File: src/rtl/btb_update_ctrl_if.sv
// Resolve-event queue and BTB write-port bundle for btb_update_ctrl.
// The execute/BTB side uses master, the controller uses slave.
interface btb_update_ctrl_if #(
  parameter int PC_W  = 6,
  parameter int IDX_W = 3
);
  logic              i_res_valid;
  logic              o_res_ready;
  logic [PC_W-1:0]   i_res_pc;
  logic [PC_W-1:0]   i_res_target;
  logic              i_res_taken;
  logic              i_res_fastcall;
  logic              i_res_fastz;
  logic              o_wr_en;
  logic [IDX_W-1:0]  o_wr_idx;
  logic [2*PC_W+2:0] o_wr_entry;
  logic              i_wr_stall;

  modport master (
    output i_res_valid, i_res_pc, i_res_target,
    output i_res_taken, i_res_fastcall, i_res_fastz,
    output i_wr_stall,
    input  o_res_ready, o_wr_en, o_wr_idx, o_wr_entry
  );

  modport slave (
    input  i_res_valid, i_res_pc, i_res_target,
    input  i_res_taken, i_res_fastcall, i_res_fastz,
    input  i_wr_stall,
    output o_res_ready, o_wr_en, o_wr_idx, o_wr_entry
  );
endinterface

File: src/rtl/btb_update_ctrl.sv
// BTB write sequencer: classify resolved branches, issue writes, flush.
// Optional BTB_UPDATE_CTRL_STATS_EN adds alloc/evict/drop counters.
module btb_update_ctrl #(
  parameter int ENTRIES = 6,
  parameter int PC_W    = 6,
  parameter int QDEPTH  = 2,
  localparam int IDX_W  = $clog2(ENTRIES + 1)
) (
  input  logic             clk,
  input  logic             reset_n,
  btb_update_ctrl_if.slave bus,
  input  logic             i_flush_req,
  output logic             o_flush_busy,
  output logic [IDX_W-1:0] o_valid_count
`ifdef BTB_UPDATE_CTRL_STATS_EN
  ,
  output logic [7:0]       o_stat_alloc,
  output logic [7:0]       o_stat_evict,
  output logic [7:0]       o_stat_drop
`endif
);
  localparam int EW   = 2 * PC_W + 3;
  localparam int QP_W = (QDEPTH > 1) ? $clog2(QDEPTH) : 1;
  localparam int QC_W = $clog2(QDEPTH + 1);
  localparam logic [QC_W-1:0]  QFULL = QC_W'(QDEPTH);
  localparam logic [QP_W-1:0]  QLAST = QP_W'(QDEPTH - 1);
  localparam logic [IDX_W-1:0] LAST  = IDX_W'(ENTRIES - 1);

  typedef struct packed {
    logic [PC_W-1:0] pc;
    logic [PC_W-1:0] tgt;
    logic            taken;
    logic            fc;
    logic            fz;
  } ev_t;

  typedef enum logic [1:0] {IDLE, ISSUE, FLUSH} state_t;

  state_t           state, state_n;
  ev_t              q_mem [QDEPTH];
  logic [QP_W-1:0]  wr_ptr, rd_ptr;
  logic [QC_W-1:0]  q_cnt;
  logic             push, pop, qclr;
  ev_t              head, ev_in;

  logic [ENTRIES-1:0] sh_valid;
  logic [PC_W-1:0]    sh_tag [ENTRIES];
  logic               sh_we, sh_clr;

  logic [IDX_W-1:0] rr_ptr, rr_n;
  logic             flush_pending, pend_n;
  logic             wr_en_q, wr_en_n;
  logic [IDX_W-1:0] wr_idx_q, wr_idx_n;
  logic [EW-1:0]    wr_entry_q, wr_entry_n;

  logic             hit, full, wr_done, flush_last;
  logic [IDX_W-1:0] hit_idx, inv_idx;
  logic             tk_hit, tk_alloc, tk_evict, nt_hit, nt_miss;

  assign ev_in = '{pc: bus.i_res_pc, tgt: bus.i_res_target,
                   taken: bus.i_res_taken, fc: bus.i_res_fastcall,
                   fz: bus.i_res_fastz};
  assign head  = q_mem[rd_ptr];

  assign bus.o_res_ready = (q_cnt < QFULL) && (state != FLUSH)
                           && !flush_pending;
  assign push            = bus.i_res_valid && bus.o_res_ready;
  assign bus.o_wr_en     = wr_en_q;
  assign bus.o_wr_idx    = wr_idx_q;
  assign bus.o_wr_entry  = wr_entry_q;
  assign o_flush_busy    = flush_pending || (state == FLUSH);

  assign wr_done    = wr_en_q && !bus.i_wr_stall;
  assign flush_last = (state == FLUSH) && wr_done && (wr_idx_q == LAST);
  assign full       = &sh_valid;

  // Reverse scan so the lowest matching / invalid index wins.
  always_comb begin
    hit     = 1'b0;
    hit_idx = '0;
    inv_idx = '0;
    for (int i = ENTRIES - 1; i >= 0; i--) begin
      if (sh_valid[i] && sh_tag[i] == head.pc) begin
        hit     = 1'b1;
        hit_idx = IDX_W'(i);
      end
      if (!sh_valid[i]) inv_idx = IDX_W'(i);
    end
  end

  assign tk_hit   = head.taken && hit;
  assign tk_alloc = head.taken && !hit && !full;
  assign tk_evict = head.taken && !hit && full;
  assign nt_hit   = !head.taken && hit;
  assign nt_miss  = !head.taken && !hit;

  always_comb begin
    o_valid_count = '0;
    for (int i = 0; i < ENTRIES; i++)
      o_valid_count = o_valid_count + IDX_W'(sh_valid[i]);
  end

  always_comb begin
    state_n    = state;
    wr_en_n    = wr_en_q;
    wr_idx_n   = wr_idx_q;
    wr_entry_n = wr_entry_q;
    rr_n       = rr_ptr;
    pend_n     = flush_pending;
    pop        = 1'b0;
    qclr       = 1'b0;
    sh_we      = 1'b0;
    sh_clr     = 1'b0;
    unique case (state)
      IDLE: begin
        if (i_flush_req) begin
          state_n    = FLUSH;
          qclr       = 1'b1;
          wr_en_n    = 1'b1;
          wr_idx_n   = '0;
          wr_entry_n = '0;
        end else if (q_cnt != '0) begin
          pop        = 1'b1;
          wr_entry_n = {head.fz, head.fc, head.tgt, head.pc, 1'b1};
          unique case (1'b1)
            tk_hit: begin
              state_n  = ISSUE;
              wr_en_n  = 1'b1;
              wr_idx_n = hit_idx;
            end
            tk_alloc: begin
              state_n  = ISSUE;
              wr_en_n  = 1'b1;
              wr_idx_n = inv_idx;
            end
            tk_evict: begin
              state_n  = ISSUE;
              wr_en_n  = 1'b1;
              wr_idx_n = rr_ptr;
              rr_n     = (rr_ptr == LAST) ? '0 : rr_ptr + 1'b1;
            end
            nt_hit: begin
              state_n    = ISSUE;
              wr_en_n    = 1'b1;
              wr_idx_n   = hit_idx;
              wr_entry_n = '0;
            end
            nt_miss: wr_entry_n = wr_entry_q;
          endcase
        end
      end
      ISSUE: begin
        if (i_flush_req) pend_n = 1'b1;
        if (wr_done) begin
          sh_we = 1'b1;
          if (flush_pending || i_flush_req) begin
            state_n    = FLUSH;
            pend_n     = 1'b0;
            qclr       = 1'b1;
            wr_idx_n   = '0;
            wr_entry_n = '0;
          end else begin
            state_n = IDLE;
            wr_en_n = 1'b0;
          end
        end
      end
      FLUSH: begin
        if (flush_last) begin
          state_n = IDLE;
          wr_en_n = 1'b0;
          sh_clr  = 1'b1;
          rr_n    = '0;
        end else if (wr_done) begin
          wr_idx_n = wr_idx_q + 1'b1;
        end
      end
      default: state_n = IDLE;
    endcase
  end

  always_ff @(posedge clk or negedge reset_n) begin
    if (!reset_n) begin
      state         <= IDLE;
      rr_ptr        <= '0;
      flush_pending <= 1'b0;
      wr_en_q       <= 1'b0;
      wr_idx_q      <= '0;
      wr_entry_q    <= '0;
    end else begin
      state         <= state_n;
      rr_ptr        <= rr_n;
      flush_pending <= pend_n;
      wr_en_q       <= wr_en_n;
      wr_idx_q      <= wr_idx_n;
      wr_entry_q    <= wr_entry_n;
    end
  end

  always_ff @(posedge clk or negedge reset_n) begin
    if (!reset_n) begin
      wr_ptr <= '0;
      rd_ptr <= '0;
      q_cnt  <= '0;
    end else if (qclr) begin
      wr_ptr <= '0;
      rd_ptr <= '0;
      q_cnt  <= '0;
    end else begin
      if (push) wr_ptr <= (wr_ptr == QLAST) ? '0 : wr_ptr + 1'b1;
      if (pop)  rd_ptr <= (rd_ptr == QLAST) ? '0 : rd_ptr + 1'b1;
      if (push && !pop)      q_cnt <= q_cnt + 1'b1;
      else if (!push && pop) q_cnt <= q_cnt - 1'b1;
    end
  end

  always_ff @(posedge clk) begin
    if (push) q_mem[wr_ptr] <= ev_in;
  end

  always_ff @(posedge clk or negedge reset_n) begin
    if (!reset_n) begin
      sh_valid <= '0;
      for (int i = 0; i < ENTRIES; i++) sh_tag[i] <= '0;
    end else if (sh_clr) begin
      sh_valid <= '0;
    end else if (sh_we) begin
      sh_valid[wr_idx_q] <= wr_entry_q[0];
      sh_tag[wr_idx_q]   <= wr_entry_q[PC_W:1];
    end
  end

`ifdef BTB_UPDATE_CTRL_STATS_EN
  logic kind_alloc, kind_evict, iss_done;

  assign iss_done = (state == ISSUE) && wr_done;

  always_ff @(posedge clk or negedge reset_n) begin
    if (!reset_n) begin
      kind_alloc   <= 1'b0;
      kind_evict   <= 1'b0;
      o_stat_alloc <= '0;
      o_stat_evict <= '0;
      o_stat_drop  <= '0;
    end else begin
      if (pop) begin
        kind_alloc <= tk_alloc;
        kind_evict <= tk_evict;
      end
      if (flush_last) begin
        o_stat_alloc <= '0;
        o_stat_evict <= '0;
        o_stat_drop  <= '0;
      end else begin
        if (pop && nt_miss && o_stat_drop != 8'hFF)
          o_stat_drop <= o_stat_drop + 1'b1;
        if (iss_done && kind_alloc && o_stat_alloc != 8'hFF)
          o_stat_alloc <= o_stat_alloc + 1'b1;
        if (iss_done && kind_evict && o_stat_evict != 8'hFF)
          o_stat_evict <= o_stat_evict + 1'b1;
      end
    end
  end
`endif
endmodule

File: src/flat_wrapper.sv
// flat-port wrapper written by rule: the top's interface ports become plain ports
module btb_update_ctrl_flat 
#(
  parameter int ENTRIES = 6,
  parameter int PC_W    = 6,
  parameter int QDEPTH  = 2,
  localparam int IDX_W  = $clog2(ENTRIES + 1)
)
  (clk, reset_n, i_flush_req, o_flush_busy, o_valid_count, bus_i_res_valid, bus_i_res_pc, bus_i_res_target, bus_i_res_taken, bus_i_res_fastcall, bus_i_res_fastz, bus_i_wr_stall, bus_o_res_ready, bus_o_wr_en, bus_o_wr_idx, bus_o_wr_entry);
  btb_update_ctrl_if #(.PC_W(PC_W), .IDX_W(3)) bus_i ();
  input  logic clk;
  input  logic reset_n;
  input  logic i_flush_req;
  output logic o_flush_busy;
  output logic [IDX_W-1:0] o_valid_count;
  input wire logic [$bits(bus_i.i_res_valid)-1:0] bus_i_res_valid;
  input wire logic [$bits(bus_i.i_res_pc)-1:0] bus_i_res_pc;
  input wire logic [$bits(bus_i.i_res_target)-1:0] bus_i_res_target;
  input wire logic [$bits(bus_i.i_res_taken)-1:0] bus_i_res_taken;
  input wire logic [$bits(bus_i.i_res_fastcall)-1:0] bus_i_res_fastcall;
  input wire logic [$bits(bus_i.i_res_fastz)-1:0] bus_i_res_fastz;
  input wire logic [$bits(bus_i.i_wr_stall)-1:0] bus_i_wr_stall;
  output wire logic [$bits(bus_i.o_res_ready)-1:0] bus_o_res_ready;
  output wire logic [$bits(bus_i.o_wr_en)-1:0] bus_o_wr_en;
  output wire logic [$bits(bus_i.o_wr_idx)-1:0] bus_o_wr_idx;
  output wire logic [$bits(bus_i.o_wr_entry)-1:0] bus_o_wr_entry;
  assign bus_i.i_res_valid = bus_i_res_valid;
  assign bus_i.i_res_pc = bus_i_res_pc;
  assign bus_i.i_res_target = bus_i_res_target;
  assign bus_i.i_res_taken = bus_i_res_taken;
  assign bus_i.i_res_fastcall = bus_i_res_fastcall;
  assign bus_i.i_res_fastz = bus_i_res_fastz;
  assign bus_i.i_wr_stall = bus_i_wr_stall;
  assign bus_o_res_ready = bus_i.o_res_ready;
  assign bus_o_wr_en = bus_i.o_wr_en;
  assign bus_o_wr_idx = bus_i.o_wr_idx;
  assign bus_o_wr_entry = bus_i.o_wr_entry;
  btb_update_ctrl #(.ENTRIES(ENTRIES), .PC_W(PC_W), .QDEPTH(QDEPTH)) u_core (.clk(clk), .reset_n(reset_n), .bus(bus_i), .i_flush_req(i_flush_req), .o_flush_busy(o_flush_busy), .o_valid_count(o_valid_count));
endmodule
File: config.mk
export PLATFORM = sky130hd
export DESIGN_NAME = btb_update_ctrl_flat
export DESIGN_NICKNAME = d
export VERILOG_FILES = /design/src/rtl/btb_update_ctrl_if.sv /design/src/rtl/btb_update_ctrl.sv /design/src/flat_wrapper.sv
export SDC_FILE = /design/constraint.sdc
export NUM_CORES = 1
export LEC_CHECK = 0
export CAP_MARGIN = 20
export CORE_MARGIN = 4
export CORE_UTILIZATION = 40
export DETAILED_ROUTE_END_ITERATION = 8
export PLACE_DENSITY_LB_ADDON = 0.2
export SYNTH_ARGS = -nofsm -noshare
export SYNTH_HDL_FRONTEND = slang
export SYNTH_SLANG_ARGS = --single-unit
File: constraint.sdc
create_clock -name clk -period 3.1 [get_ports clk]
set_input_delay 0.62 -clock clk [delete_from_list [all_inputs] [get_ports clk]]
set_output_delay 0.62 -clock clk [all_outputs]
set_load 0.01 [all_outputs]
# After elaboration in Yosys (flattened, before gate mapping)
# Memory sizes are Yosys's and may differ from the RTL's.
# Index checks and enable logic that the tools add are counted.
[word_totals]
register_bits = 71
ramBits = 30
input_bits = 20
out_inout_bits = 24
word_cells = 193
mem_count = 1
[mem_list]
columns = ["memory", "depth", "width", "read_ports", "rd_ports_with_merged_regs", "wr", "line_no", "text"]
rows = [
  ["u_core.q_mem", 2, 15, 1, 0, 1, "btb_update_ctrl.sv:40", "ev_t q_mem [QDEPTH];"],
]
[classes]
add_sub_neg = 11
n_lt_le_gt_ge = 5
n_eq_ne = 24
muxes = 85
n_bitwise = 2
reduce_logical = 49
[op_table]
columns = ["op", "count"]
rows = [
  ["3-bit 2-to-1 mux", 23],
  ["15-bit 2-to-1 mux", 4],
  ["15-bit one-hot mux with 2 select lines", 2],
  ["36-bit bitwise mux", 1],
  ["6-bit equality test", 6],
  ["1-bit 2-to-1 mux", 34],
  ["1-bit logical AND", 22],
  ["6-bit demux with 3-bit select", 1],
  ["2-bit 2-to-1 mux", 9],
  ["6-bit 2-to-1 mux", 3],
  ["3-bit one-hot mux with 3 select lines", 2],
  ["3-bit by 1-bit adder with 3-bit output", 4],
  ["2-bit by 1-bit != test with 1-bit output, second input constant", 6],
  ["6-bit AND reduction", 2],
  ["2-bit nonzero test", 6],
  ["5-bit AND reduction", 2],
  ["2-bit != test, second input constant", 4],
  ["1-bit zero test", 7],
  ["7-bit AND reduction", 1],
  ["3-bit by 1-bit adder with 3-bit output, second input constant", 2],
  ["6-bit bitwise mux", 1],
  ["3-bit equality test, second input constant", 2],
  ["3-bit != test, second input constant", 2],
  ["2-bit one-hot mux with 3 select lines", 1],
  ["other kinds (26)", 29],
]

# Longest topological paths before layout
# An unclocked memory read counts as a cell.
[logic_depth]
depth_word = 17
mapped_depth = 11
depth_no_buf = 11

# Least setup slack after synthesis
# OpenSTA, ideal clock, no wires.
[synth_timing]
kind = "register to output"
start = "register u_core.sh_valid[0]"
end = "output port o_valid_count[1]"
t_arrival_ns = 2.121
required_time_ns = 2.480
path_slack_ns = 0.359
path_stages_with_launch = 7
path_buffers = 0
path_cell_list = "dfrtp_1 ha_1 inv_1 fa_1 inv_1 fa_1 fa_1"
[synth_via]
elab_chain_len = 5
[synth_rtl]
columns = ["item", "line_no", "text"]
rows = [
  ["from (decl)", "btb_update_ctrl.sv:46", "logic [ENTRIES-1:0] sh_valid;"],
  ["from (signal, indexed assignment)", "btb_update_ctrl.sv:228", "sh_valid[wr_idx_q] <= wr_entry_q[0];"],
  ["1-bit by 1-bit adder with 2-bit output", "btb_update_ctrl.sv:100", "o_valid_count = o_valid_count + IDX_W'(sh_valid[i]);"],
  ["3-bit by 1-bit adder with 3-bit output (4 in a row)", "btb_update_ctrl.sv:100", ""],
  ["to (decl)", "flat_wrapper.sv:15", "output logic [IDX_W-1:0] o_valid_count;"],
]
# Every way passes these cells.

# Worst setup path after layout
[layout_timing]
start = "register u_core.sh_valid[1]"
end = "output port o_valid_count[1]"
# The elaborated chain is that of the path after synthesis.

==> flow_summary_export.csv <==
group,metric,value,unit
synthesis,yosys.cell_count.top_type,"dfrtp_1",
clocking,cts_sinks,101,
setup_path,crit_path_max_fanout,2,
pwr,swShare,20.56,%
final_layout,stdcell_area,0.005978,sq mm
final_layout,diodes,0,
synthesis,synthArstFlopShare,70.30,%
timing,hold_viol,0,
drt,firstDrtPassIters,4,
placement,portBuffers,43,
pwr,p_sw,0.0005242,W
clocking,path_clk_slew,0.07,ns
synthesis,synth_area,0.004945,sq mm
synthesis,syn_area_per_cell,13.15,sq um
hold_path,hold_path_class,"input pin to async pin",
clocking,numCtsBuffers,9,
setup_path,worstSetupStartpoint,"u_core.sh_valid[1]",
timing,rsz0062_at_grt,"yes",
drt,wire_per_inst,16.98,um
pwr,p_leak,2.568,nW
placement,place_area,0.005679,sq mm
synthesis,synth.ff_latch_count,101,
setup_path,crit_slowest_cell,"fa_1",
timing,timing_max_transition_violations_final,0,
final_layout,n_fill_cell,1074,
setup_path,reg2reg_slack,0.24,ns
final_layout,nets,473,
pwr,p_clk_share,44.3,%
pwr,ir_drop,0.0002978,V
floorplanning,die_area,0.01421,sq mm
timing,relSlewSlack,37.78,%
final_layout,layout-drive-gt1-share,20.81,%
synthesis,synth_top_area_share,35.93,%
setup_path,reg2reg_to,"u_core.bus.o_wr_entry[0]",
setup_path,crit_required,2.48,ns
synthesis,synthCells,376,
clocking,htreeDepth,3,
setup_path,cpPeakStageDelay,0.47,ns
placement,pre_cts_ws,-0.1090,ns
setup_path,critPathLaunchType,"flip-flop",
final_layout,area_growth_syn_to_layout,20.90,%
outcome,status,"finished with violations",
synthesis,synth_edf_count,30,
clocking,cts_hold_buf,0,
timing,finalWorstPathRequiredPeriod,3.105,ns
drt,drtIter0Drc,132,
floorplanning,dieWidth,119.2,um
clocking,clk_latency,0.35,ns
drt,drc,0,
setup_path,rr_worst_depth,9,
synthesis,synthFlopType,"dfrtp_1",
grt,grt_pass1_vias,3232,
floorplanning,coreArea,0.01206,sq mm
setup_path,crit_arrival,2.49,ns
outcome,violations,"setup timing",
floorplanning,io_pins,44,
setup_path,r2r-start,"u_core.rd_ptr",
timing,fin_crit_sh,100.2,%
setup_path,crit_type,"flip-flop to primary output",
grt,grt_pass1_wl,17260,um
drt,vias,3166,
synthesis,synth_warnings,0,
placement,hpwlAfterDp,7455,um
pwr,seq_power_share,53.8,%
clocking,ctsRootBufferMaster,"clkbuf_16",
placement,placed_cells,597,
drt,routed_wl,10440,um
grt,antenna_found_initial,0,
run,maxCapViolations,0,
timing,clock_skew,0.007199,ns
setup_path,end_kind,"primary output",
floorplanning,placementRows,40,
placement,gp_congestion,0.8238,
timing,fmax,322.0,MHz
grt,grt-ovfl-total,0,
synthesis,synth.distinct_cells,52,
timing,tightest_slew,0.9332,ns
synthesis,ys_seq_area_share,54.15,%
floorplanning,start_util,41.00,%
pwr,power_density,426.5,mW/mm^2
drt,vias_per_cell,5.148,
timing,fin_ws,-0.005154,ns
synthesis,synthTopCellsByArea,"dfrtp_1 36%, edfxtp_1 18%, mux2_2 8.4%, xnor2_1 3.9%, xor2_1 3.5%",
pwr,internal_power,0.002026,W
drt,final_antenna_net_count,0,
clocking,clockBufferDepth,2,
synthesis,yosysTopAreaCell,"dfrtp_1",
pwr,combPwrFrac,1.9,%
synthesis,synth_common_cells,"71 x dfrtp_1, 37 x mux2_2, 30 x edfxtp_1, 25 x nor2_1, 22 x xnor2_1",
floorplanning,die_h,119.2,um
pwr,p_total,0.002550,W
grt,grtUsageTotal,15.55,%
synthesis,synth_nets,407,
grt,grt_max_degree,72,
setup_path,crit_path_cell_trace,"ha_1 > inv_1 > fa_1 > inv_1 > fa_2 > fa_1 > buf_2",
clocking,cts_tree,"yes",
timing,setup_viol,1,
timing,setup_tns,-0.005154,ns
final_layout,finalNonFillerCells,615,
-- worst max-delay path by stage --
stage	endpoint	slack (ns)
floorplan	o_valid_count[1]	0.36
global placement	o_valid_count[1]	-0.1
detailed placement	o_valid_count[1]	-0.11
CTS	o_valid_count[1]	-0.03
global route	o_valid_count[1]	-0.09
finish	o_valid_count[1]	-0.005
-- area by class of cell --
type | instances | area (sq um) | share of cell area (%)
clock buffer | 11 | 232.7 | 3.893
clock inverter | 5 | 60.06 | 1.005
inverter | 15 | 56.30 | 0.9418
multi-input combinational | 252 | 2165 | 36.21
sequential | 101 | 2678 | 44.79
tap | 168 | 210.2 | 3.516
timing repair buffer | 63 | 576.8 | 9.648
-- sequential cells by signal, summed over array words and instances, names as in the netlist --
name,flops
u_core.q_cnt,2
u_core.sh_tag,36
u_core.rd_ptr,1
u_core.bus.o_wr_entry,15
u_core.sh_valid,6
u_core.state,2
u_core.rr_ptr,3
u_core.flush_pending,1
u_core.q_mem,30
u_core.bus.o_wr_en,1
u_core.bus.o_wr_idx,3
u_core.wr_ptr,1
-- power groups by stage --
| stage | logic (W) | registers, W | clock network [W] |
|---|---|---|---|
| after floorplan | 0.00000205 | 0.00140 | 0 |
| after global placement | 0.0000508 | 0.00140 | 0 |
| after detailed placement | 0.0000517 | 0.00140 | 0 |
| after CTS | 0.0000520 | 0.00137 | 0.00115 |
| after global routing | 0.0000568 | 0.00137 | 0.00121 |
| final | 0.0000494 | 0.00137 | 0.00113 |
-- logic make-up (layout without fill, tap and decap cells) --
group	after synthesis	in the layout	synth area share [%]
and+or+nand+nor	91	91	10.07
muxes	60	60	14.60
DFF	101	101	54.15
buffers and inverters	23	94	2.125
AOI/OAI and AO/OA	48	48	8.376
adders and majority gates	11	11	3.239
xor gates and xnor gates	42	42	7.439
-- what timing repair did --
item / in CTS / in global routing
pin swaps: 0 / 1
buffers inserted: 2 / 0
gates resized for setup: 10 / 0
setup endpoints to repair: 3 / 2
-- layout by cell type (no fill, tap or decap), types with 7 or more instances in the layout --
cell type and instances:
dfrtp_1 71, clkdlybuf4s50_1 39, mux2_2 37, edfxtp_1 30, nor2_1 25, xnor2_1 22
xor2_1 20, buf_4 19, mux2i_1 17, inv_1 14, nand2_1 14, nand4_1 12
o2bb2ai_1 12, clkbuf_16 9, ha_1 8, a21oi_1 7
-- stage by stage --
step	hold WS, ns	util (%)
CTS	0.4940	49.56
detailed placement	0.4782	47.09
floorplan	0.3244	-
global route	0.5234	49.56
finish	0.4734	49.56
global placement	0.4746	47.09
-- layer usage --
layer	vias to the layer above	part of all wire [%]	global-route usage (%)	wire length (um)
met5	-	0	0	0
met2	63	47	24.20	4954
met4	0	1.9	5.938	201
met1	1575	47	21.08	4867
met3	19	4.0	3.704	421
li1	1509	-	-	-
-- critical path, delay by kind of cell (launching register included) --
family	cells	cell delay, ns
fa+ha+maj	4	1.54
buf+inv	3	0.21
flops	1	0.38
(Power assumes the default switching activity.)
